$ cat src/rtl/pwm_fade_sequencer_if.sv
// Control, limit and duty bundle between the envelope
// controller and the PWM fade sequencer.
interface pwm_fade_sequencer_if #(
  parameter int DUTY_W = 16,
  parameter int CNT_W  = 8
);
  logic              enable;
  logic              period_start;
  logic [DUTY_W-1:0] duty_min;
  logic [DUTY_W-1:0] duty_max;
  logic [CNT_W-1:0]  step;
  logic [CNT_W-1:0]  periods_per_tick;
  logic [CNT_W-1:0]  hold_high;
  logic [CNT_W-1:0]  hold_low;
  logic [DUTY_W-1:0] duty;
  logic              direction;
  logic [2:0]        state;
  logic              cycle_done;

  modport master (
    output enable, period_start,
    output duty_min, duty_max, step,
    output periods_per_tick, hold_high, hold_low,
    input  duty, direction, state, cycle_done
  );

  modport slave (
    input  enable, period_start,
    input  duty_min, duty_max, step,
    input  periods_per_tick, hold_high, hold_low,
    output duty, direction, state, cycle_done
  );
endinterface

$ cat src/rtl/pwm_fade_sequencer.sv
// Trapezoidal duty envelope for the PWM core; every
// duty update lands on a PWM period boundary.
module pwm_fade_sequencer #(
  parameter int DUTY_W = 16,
  parameter int CNT_W  = 8
) (
  input  logic             clk,
  input  logic             rst_n,
  pwm_fade_sequencer_if.slave bus
);

  typedef enum logic [2:0] {
    IDLE    = 3'd0,
    RAMP_UP = 3'd1,
    HOLD_HI = 3'd2,
    RAMP_DN = 3'd3,
    HOLD_LO = 3'd4
  } state_t;

  state_t            st, st_n;
  logic [DUTY_W-1:0] duty_q, duty_n;
  logic [DUTY_W-1:0] c_min, c_max;
  logic [CNT_W-1:0]  c_step, c_ppt;
  logic [CNT_W-1:0]  c_hh, c_hl;
  logic [CNT_W-1:0]  pcnt, pcnt_n;
  logic [CNT_W-1:0]  hcnt, hcnt_n;
  logic              done_q, done_n;
  logic              dir_q, ld, tick;
  logic [DUTY_W:0]   up_sum, dn_lim;

  // step and ppt are stored already clamped to >= 1
  assign tick = bus.period_start &&
                (pcnt == c_ppt - CNT_W'(1));

  assign up_sum = {1'b0, duty_q} +
                  (DUTY_W+1)'(c_step);
  assign dn_lim = {1'b0, c_min} +
                  (DUTY_W+1)'(c_step);

  always_comb begin
    st_n   = st;
    duty_n = duty_q;
    pcnt_n = pcnt;
    hcnt_n = hcnt;
    done_n = 1'b0;
    ld     = 1'b0;
    if (st != IDLE && bus.period_start)
      pcnt_n = tick ? '0 : pcnt + CNT_W'(1);
    unique case (st)
      IDLE: begin
        if (bus.enable && bus.period_start) begin
          ld     = 1'b1;
          duty_n = bus.duty_min;
          pcnt_n = '0;
          st_n   = RAMP_UP;
        end
      end
      RAMP_UP: begin
        if (tick) begin
          if (up_sum >= {1'b0, c_max}) begin
            duty_n = c_max;
            hcnt_n = '0;
            st_n   = (c_hh == '0) ? RAMP_DN : HOLD_HI;
          end else begin
            duty_n = up_sum[DUTY_W-1:0];
          end
        end
      end
      HOLD_HI: begin
        if (tick) begin
          if (hcnt == c_hh - CNT_W'(1))
            st_n = RAMP_DN;
          else
            hcnt_n = hcnt + CNT_W'(1);
        end
      end
      RAMP_DN: begin
        if (tick) begin
          if ({1'b0, duty_q} <= dn_lim) begin
            duty_n = c_min;
            done_n = 1'b1;
            ld     = 1'b1;
            hcnt_n = '0;
            // hold_low is being relatched on this edge
            st_n   = (bus.hold_low == '0) ? RAMP_UP
                                          : HOLD_LO;
          end else begin
            duty_n = duty_q - DUTY_W'(c_step);
          end
        end
      end
      HOLD_LO: begin
        if (tick) begin
          if (hcnt == c_hl - CNT_W'(1))
            st_n = RAMP_UP;
          else
            hcnt_n = hcnt + CNT_W'(1);
        end
      end
      default: st_n = IDLE;
    endcase
    if (st != IDLE && !bus.enable && bus.period_start) begin
      st_n   = IDLE;
      duty_n = '0;
      done_n = 1'b0;
      ld     = 1'b0;
    end
  end

  always_ff @(posedge clk or negedge rst_n) begin
    if (!rst_n) begin
      st     <= IDLE;
      duty_q <= '0;
      pcnt   <= '0;
      hcnt   <= '0;
      done_q <= 1'b0;
      dir_q  <= 1'b0;
    end else begin
      st     <= st_n;
      duty_q <= duty_n;
      pcnt   <= pcnt_n;
      hcnt   <= hcnt_n;
      done_q <= done_n;
      dir_q  <= (st_n == RAMP_UP) || (st_n == HOLD_HI);
    end
  end

  always_ff @(posedge clk or negedge rst_n) begin
    if (!rst_n) begin
      c_min  <= '0;
      c_max  <= '0;
      c_step <= '0;
      c_ppt  <= '0;
      c_hh   <= '0;
      c_hl   <= '0;
    end else if (ld) begin
      c_min  <= bus.duty_min;
      c_max  <= bus.duty_max;
      c_step <= (bus.step == '0) ? CNT_W'(1) : bus.step;
      c_ppt  <= (bus.periods_per_tick == '0) ? CNT_W'(1)
                : bus.periods_per_tick;
      c_hh   <= bus.hold_high;
      c_hl   <= bus.hold_low;
    end
  end

  assign bus.duty       = duty_q;
  assign bus.state      = st;
  assign bus.direction  = dir_q;
  assign bus.cycle_done = done_q;

endmodule

$ cat src/flat_wrapper.sv
// flat-port wrapper written by rule: the top's interface ports become plain ports
module pwm_fade_sequencer_flat 
#(
  parameter int DUTY_W = 16,
  parameter int CNT_W  = 8
)
  (clk, rst_n, bus_enable, bus_period_start, bus_duty_min, bus_duty_max, bus_step, bus_periods_per_tick, bus_hold_high, bus_hold_low, bus_duty, bus_direction, bus_state, bus_cycle_done);
  pwm_fade_sequencer_if #(.DUTY_W(DUTY_W), .CNT_W(CNT_W)) bus_i ();
  input  logic clk;
  input  logic rst_n;
  input wire logic [$bits(bus_i.enable)-1:0] bus_enable;
  input wire logic [$bits(bus_i.period_start)-1:0] bus_period_start;
  input wire logic [$bits(bus_i.duty_min)-1:0] bus_duty_min;
  input wire logic [$bits(bus_i.duty_max)-1:0] bus_duty_max;
  input wire logic [$bits(bus_i.step)-1:0] bus_step;
  input wire logic [$bits(bus_i.periods_per_tick)-1:0] bus_periods_per_tick;
  input wire logic [$bits(bus_i.hold_high)-1:0] bus_hold_high;
  input wire logic [$bits(bus_i.hold_low)-1:0] bus_hold_low;
  output wire logic [$bits(bus_i.duty)-1:0] bus_duty;
  output wire logic [$bits(bus_i.direction)-1:0] bus_direction;
  output wire logic [$bits(bus_i.state)-1:0] bus_state;
  output wire logic [$bits(bus_i.cycle_done)-1:0] bus_cycle_done;
  assign bus_i.enable = bus_enable;
  assign bus_i.period_start = bus_period_start;
  assign bus_i.duty_min = bus_duty_min;
  assign bus_i.duty_max = bus_duty_max;
  assign bus_i.step = bus_step;
  assign bus_i.periods_per_tick = bus_periods_per_tick;
  assign bus_i.hold_high = bus_hold_high;
  assign bus_i.hold_low = bus_hold_low;
  assign bus_duty = bus_i.duty;
  assign bus_direction = bus_i.direction;
  assign bus_state = bus_i.state;
  assign bus_cycle_done = bus_i.cycle_done;
  pwm_fade_sequencer #(.DUTY_W(DUTY_W), .CNT_W(CNT_W)) u_core (.clk(clk), .rst_n(rst_n), .bus(bus_i));
endmodule
$ cat config.mk
export PLATFORM = sky130hd
export DESIGN_NAME = pwm_fade_sequencer_flat
export DESIGN_NICKNAME = d
export VERILOG_FILES = /design/src/rtl/pwm_fade_sequencer_if.sv /design/src/rtl/pwm_fade_sequencer.sv /design/src/flat_wrapper.sv
export SDC_FILE = /design/constraint.sdc
export NUM_CORES = 1
export LEC_CHECK = 0
export CORE_MARGIN = 3
export CORE_UTILIZATION = 50
export CTS_CLUSTER_DIAMETER = 40
export DETAILED_ROUTE_END_ITERATION = 12
export PLACE_DENSITY = 0.75
export REMOVE_ABC_BUFFERS = 1
export SLEW_MARGIN = 15
export SYNTH_ARGS = -nofsm -noshare
export SYNTH_HDL_FRONTEND = slang
export SYNTH_SLANG_ARGS = --single-unit
$ cat constraint.sdc
create_clock -name clk -period 4.62 [get_ports clk]
set_input_delay 1.155 -clock clk [delete_from_list [all_inputs] [get_ports clk]]
set_output_delay 1.155 -clock clk [all_outputs]
set_load 0.05 [all_outputs]
* Yosys cells after proc, flatten, opt, wreduce, memory -nomap -nowiden
Cells that the tools add are included.
** Storage, ports and cells
- Register bits :: 101
- Bits of input ports :: 68
- Output and inout bits :: 21
- Word-level logic and storage cells :: 101
** Operators by class
- Add/subtract/negate cells :: 8
- Magnitude comparators :: 2
- Equal/unequal tests :: 20
- Multiplexer cells :: 42
- Reduce and logical (&&, ||, !) cells :: 17
** Operators with widths (count)
- two-way mux 8 bit :: 14
- two-way mux 16 bit :: 6
- one-hot mux 16 bit (3 select lines) :: 1
- adder 16 x 8 -> 17 bit :: 2
- two-way mux 3 bit :: 11
- zero test 8 bit :: 4
- one-hot mux 8 bit (4 select lines) :: 1
- equality test 8 bit :: 3
- subtractor 8 x 1 -> 8 bit, second input constant :: 3
- >= comparator 17 x 16 -> 1 bit :: 1
- <= comparator 16 x 17 -> 1 bit :: 1
- adder 8 x 1 -> 8 bit, second input constant :: 2
- subtractor 16 x 8 -> 16 bit :: 1
- one-hot mux 3 bit (5 select lines) :: 1
- != test 2 x 1 -> 1 bit, second input constant :: 6
- equality test 3 x 2 -> 1 bit, second input constant :: 3
- != test 3 x 1 -> 1 bit, second input constant :: 3
- AND reduction 9 bit :: 1
- nonzero test 4 bit :: 2
- two-way mux 1 bit :: 7
- equality test 3 x 1 -> 1 bit, second input constant :: 2
- logical AND 1 bit :: 5
- != test 2 bit, second input constant :: 2
- AND reduction 4 bit :: 1
- other kinds (6) :: 6

* Logic depth before layout (Yosys ltp)
- Word-level depth :: 8
- Depth in mapped cells :: 20
- Depth with buffers taken out :: 18

* Worst setup path after synthesis
No wires, ideal clock.
- Path kind :: reg-to-reg
- Start point :: register u_core.c_step[0]
- End point :: register u_core.duty_q[10] (netlist: u_core.bus.duty[10])
- Library setup time :: 121 ps
- Arrival :: 4448 ps
- Data required time :: 4499 ps
- Slack :: 51 ps
- Cell stages (with the launch flop) :: 19
- Path buffers :: 1
- Clock period less this slack :: 4569 ps
- Cells stage by stage :: dfrtp_1 ha_1 fa_1 a211oi_1 o21ai_0 a211o_1 nand2_1 nor2_1 xnor2_1 ha_1 nand4_1 nor4_1 o31ai_1 a21boi_1 and2_1 clkbuf_1 mux2i_1 o221ai_1 a22o_1
** On the way
- Word-level cells in the longest chain between the ends :: 6
- Elaborated cells on any way between the ends :: 11
- Those cells by class :: 3 x add/sub; 2 x order compare; 6 x mux
** RTL lines
- from (decl) :: line pwm_fade_sequencer.sv:23 : logic [CNT_W-1:0] c_step, c_ppt;
- from (signal assigned) :: line pwm_fade_sequencer.sv:139 : c_step <= (bus.step == '0) ? CNT_W'(1) : bus.step;
- adder 16 x 8 -> 17 bit (on tied branches) :: line pwm_fade_sequencer.sv:37, pwm_fade_sequencer.sv:35
- <= comparator 16 x 17 -> 1 bit / >= comparator 17 x 16 -> 1 bit (equally long branches) :: line pwm_fade_sequencer.sv:79, pwm_fade_sequencer.sv:60
- two-way mux 16 bit (on tied branches) :: line pwm_fade_sequencer.sv:79, pwm_fade_sequencer.sv:60
- two-way mux 16 bit (on tied branches) :: line pwm_fade_sequencer.sv:78, pwm_fade_sequencer.sv:59
- one-hot mux 16 bit (3 select lines) * :: line pwm_fade_sequencer.sv:49 : unique case (st)
- two-way mux 16 bit * :: line pwm_fade_sequencer.sv:102 : if (st != IDLE && !bus.enable && bus.period_start) begin
- to (signal assigned) :: line pwm_fade_sequencer.sv:120 : duty_q <= duty_n;
- to (decl) :: line pwm_fade_sequencer.sv:21 : logic [DUTY_W-1:0] duty_q, duty_n;
Mark *: on every way between the ends. The rest lies on a longest branch, timed or not. The select of a mux whose other input is x is not followed.
A chain may end at the register's enable or synchronous reset.

* Worst setup path after layout
- Start point :: register u_core.c_step[0]
- End point :: register u_core.c_hl[6]
** On the way
- Word-level cells in the longest chain between the ends :: 6
** RTL lines
- adder 16 x 8 -> 17 bit :: line pwm_fade_sequencer.sv:37 : assign dn_lim = {1'b0, c_min} +
- <= comparator 16 x 17 -> 1 bit :: line pwm_fade_sequencer.sv:79 : if ({1'b0, duty_q} <= dn_lim) begin
- two-way mux 1 bit :: line pwm_fade_sequencer.sv:79
- two-way mux 1 bit :: line pwm_fade_sequencer.sv:78 : if (tick) begin
- one-hot mux 1 bit (2 select lines) :: line pwm_fade_sequencer.sv:49
- two-way mux 1 bit :: line pwm_fade_sequencer.sv:102
- to (signal assigned) :: line pwm_fade_sequencer.sv:143 : c_hl <= bus.hold_low;
- to (decl) :: line pwm_fade_sequencer.sv:24 : logic [CNT_W-1:0] c_hh, c_hl;
Every way passes these cells.

==> results by group <==
GRT
  – Largest net degree at the start of global routing: 45
  – Gr usage total: 0.249
  – GRT overflow: 0
  – Initial antenna violation count: 0
  – Global-route wire length before repair: 35300 um
  – Vias in the first global route: 6774

Synthesis
  – Cells after synthesis: 856
  – Synth async-reset ratio: 1.00
  – Register area share after synthesis: 0.314
  – Synth warn: 0
  – Mean Syn Cell Area: 9.40 um2
  – Register bit total from synthesis: 101
  – Post-synth EDFFs: 0
  – Post-synth top flop: dfrtp_1
  – Post-synthesis cell area: 8050 um2
  – Synth cell types: 72

Finish
  – Total area of sequential cells: 2530 um2
  – Fraction of layout cells with a size suffix above 1: 0.171
  – Area of the multi-input gates: 5220 um2
  – Commonest non-fill, non-tap cell in the layout: dfrtp_1
  – Fill cell count: 1319
  – Most frequent cells in the layout: 101 x dfrtp_1, 87 x clkdlybuf4s50_1, 61 x ha_1
  – Fin nets: 1100
  – P&R area growth vs syn: 22.8%
  – Antenna fix cells: 0

Clock tree
  – Worst-Skew Late Latency: 0.37 ns
  – Worst-case clock buffer depth: 2
  – Clock sinks: 101
  – TritonCTS clock tree: done
  – TritonCTS Buffers: 9
  – Clock root cell: clkbuf_16
  – H-tree depth: 3
  – CTS clock-pin slew for the worst setup and hold paths: 0.08 ns

Placed design
  – GPL Wtd Cong: 0.966
  – Hpwl dp: 16600 um
  – PortBufs: 88
  – Pre-CTS setup slack: -0.0295 ns

Power and ir drop
  – Maximum vdd ir drop: 0.323 mV
  – Pleak: 0.00446 uW
  – PD cells: 841 nW/um2

Run status
  – Status: finished clean

Critical path
  – Crit path cell chain: ha_2 -> fa_2 -> a211oi_2 -> buf_4 -> o21ai_4 -> a211o_1 -> nand2_4 -> nor2_4 -> xnor2_2 -> ha_1 -> nand4_1 -> nor4_2 -> buf_4 -> a21oi_1 -> a21boi_2 -> buf_6 -> a211oi_4 -> o21ai_4 -> buf_6 -> clkbuf_16 -> mux2_4
  – Crit path buf inv count: 5
  – Critical R2R Capture: u_core.c_hl[6]
  – WP data arrival: 4.75 ns
  – R2R Setup Slk: 0.12 ns
  – Crit path capture type: register
  – Reg2reg start: u_core.c_step[0]
  – WS Path Type: register to register
  – Crit-path slowest cell: dfrtp_1
  – Reg2Reg Depth: 21
  – Startpoint types: register
  – Worst path top cell family by delay: compound AO/OA/AOI/OAI gates
  – Max stage delay on crit path: 0.40 ns
  – Worst Path Required: 4.87 ns
  – Crit-path max FO: 7

Detailed routing
  – Detailed Route Iter0 Violations: 600
  – Vias per std cell: 6.04
  – WL per Instance: 19.5 um
  – # DRC: 0
  – Total iterations of the first detailed-routing run: 6
  – WL final: 23100 um
  – Post-DRT Antenna Nets: 0
  – Vias: 7151

Floorplan
  – I/O pin cnt: 89
  – DIE AREA: 17600 um2
  – Starting Density: 0.520
  – DIE WIDTH: 133 um
  – FP Rows: 45
  – Core Box Area: 15500 um2
  – Die Height: 133 um

Min path
  – HP Class: register to register
  – Hold-critical path depth: 1
  – Min-Delay Startpoint: u_core.c_max[11]
  – WHS Endpoint: u_core.c_max[11]

Timing
  – Highest Clock Rate: 222 MHz
  – # setup viols final: 0
  – Final Critical Period: 4.50 ns
  – Pins over their slew limit: 0
  – Tightest hold margin: 0.523 ns
  – Slew @ Worst Pin: 0.914 ns
  – Final hold vios: 0
  – Fin crit share: 0.975
  – Clk_skew: 0.0128 ns
  – Final worst slack: 0.117 ns
  – Slew headroom: 0.389
  – Final TNS setup: 0 ns

Run
  – Max_cap viols: 0
[per-layer routing]
layer | vias to the layer above | GRT usage | part of all wire
met5 | - | 0 | 0
met4 | 0 | 0.0647 | 0.025
met3 | 49 | 0.0605 | 0.074
met2 | 308 | 0.415 | 0.48
met1 | 3441 | 0.327 | 0.42
li1 | 3353 | - | -
[worst reg2reg max path: stages, from the launching register on]
cell	delay, ns
dfrtp_1	0.40
ha_2	0.21
fa_2	0.36
a211oi_2	0.21
buf_4	0.17
o21ai_4	0.06
a211o_1	0.37
nand2_4	0.12
nor2_4	0.05
xnor2_2	0.15
ha_1	0.31
nand4_1	0.14
nor4_2	0.26
buf_4	0.16
a21oi_1	0.05
a21boi_2	0.16
buf_6	0.14
a211oi_4	0.31
o21ai_4	0.12
buf_6	0.17
clkbuf_16	0.18
mux2_4	0.30
[kinds of logic (layout without fill, tap and decap cells)]
logic type      after synthesis  after routing  synth area share
simple gates                256            256             0.165
compound gates              193            193             0.167
flops                       101            101             0.314
buf+inv                      95            211            0.0498
mux                          84             84             0.132
fa+ha+maj                    65             65             0.104
xor+xnor                     62             62            0.0684
[power by group]
part           internal [uW]  leakage [uW]  switching [uW]  total [uW]
Clock                    370      0.000137             366         736
Sequential              1270       0.00124             596        1860
Combinational           2640       0.00308            3070        5720
[per-stage QoR]
step / std cells / cell area [um2] / utilization / power [uW]
2_1_floorplan: 818 / 7860 / - / 5470
3_3_place_gp: 1156 / 9330 / 0.602 / 7090
3_5_place_dp: 1156 / 9330 / 0.602 / 7200
4_1_cts: 1175 / 9650 / 0.623 / 7990
5_1_grt: 1183 / 9880 / 0.638 / 8910
6_report: 1183 / 9880 / 0.638 / 8310
[Yosys cell counts, types with 13 or more instances]
master    instances  area (um2)
a21oi_1          44         220
clkbuf_1         27         101
dfrtp_1         101        2530
ha_1             62         776
inv_1            57         214
mux2_2           31         349
mux2_4           36         541
mux2i_1          17         170
nand2_1          47         176
nand3_1          20         100
nor2_1           62         233
nor3_1           31         155
nor4_1           13        81.3
o21ai_0          41         205
xnor2_1          38         333
xor2_1           23         201
[area by class of cell]
cell class,count,area share
Multi-Input combinational cell,660,0.528
Clock buffer,10,0.0232
Tap cell,211,0.0267
Clock inverter,6,0.00456
Sequential cell,101,0.256
Timing Repair Buffer,138,0.140
Inverter,57,0.0217
[worst max-delay path by stage]
stage                      from               end  slack, ns  depth (start not counted)
6_report       u_core.c_step[0]    u_core.c_hl[6]       0.12                         21
5_1_grt        u_core.c_step[0]  u_core.c_min[15]      -0.04                         21
4_1_cts        u_core.c_step[0]   u_core.c_min[7]       0.02                         21
3_5_place_dp   u_core.c_step[0]   u_core.c_max[1]      -0.03                         20
3_3_place_gp   u_core.c_step[0]   u_core.c_min[5]       0.10                         20
2_1_floorplan  u_core.c_step[0]   u_core.c_max[0]      -1.71                         16
[sequential cells by signal (all words and copies together), names as in the netlist, 3 cells and up]
signal and cells:
u_core.bus.duty 16, u_core.c_max 16, u_core.c_min 16, u_core.c_hh 8, u_core.c_hl 8, u_core.c_ppt 8
u_core.c_step 8, u_core.hcnt 8, u_core.pcnt 8, u_core.bus.state 3
[what timing repair did]
action | CTS | global route
pin swaps | 2 | 9
endpoints found under the setup margin | 58 | 89
hold buffers | 0 | 0
gates resized for setup | 0 | 28
setup buffers | 2 | 3
cloned | 1 | 5
(Power assumes the default switching activity.)
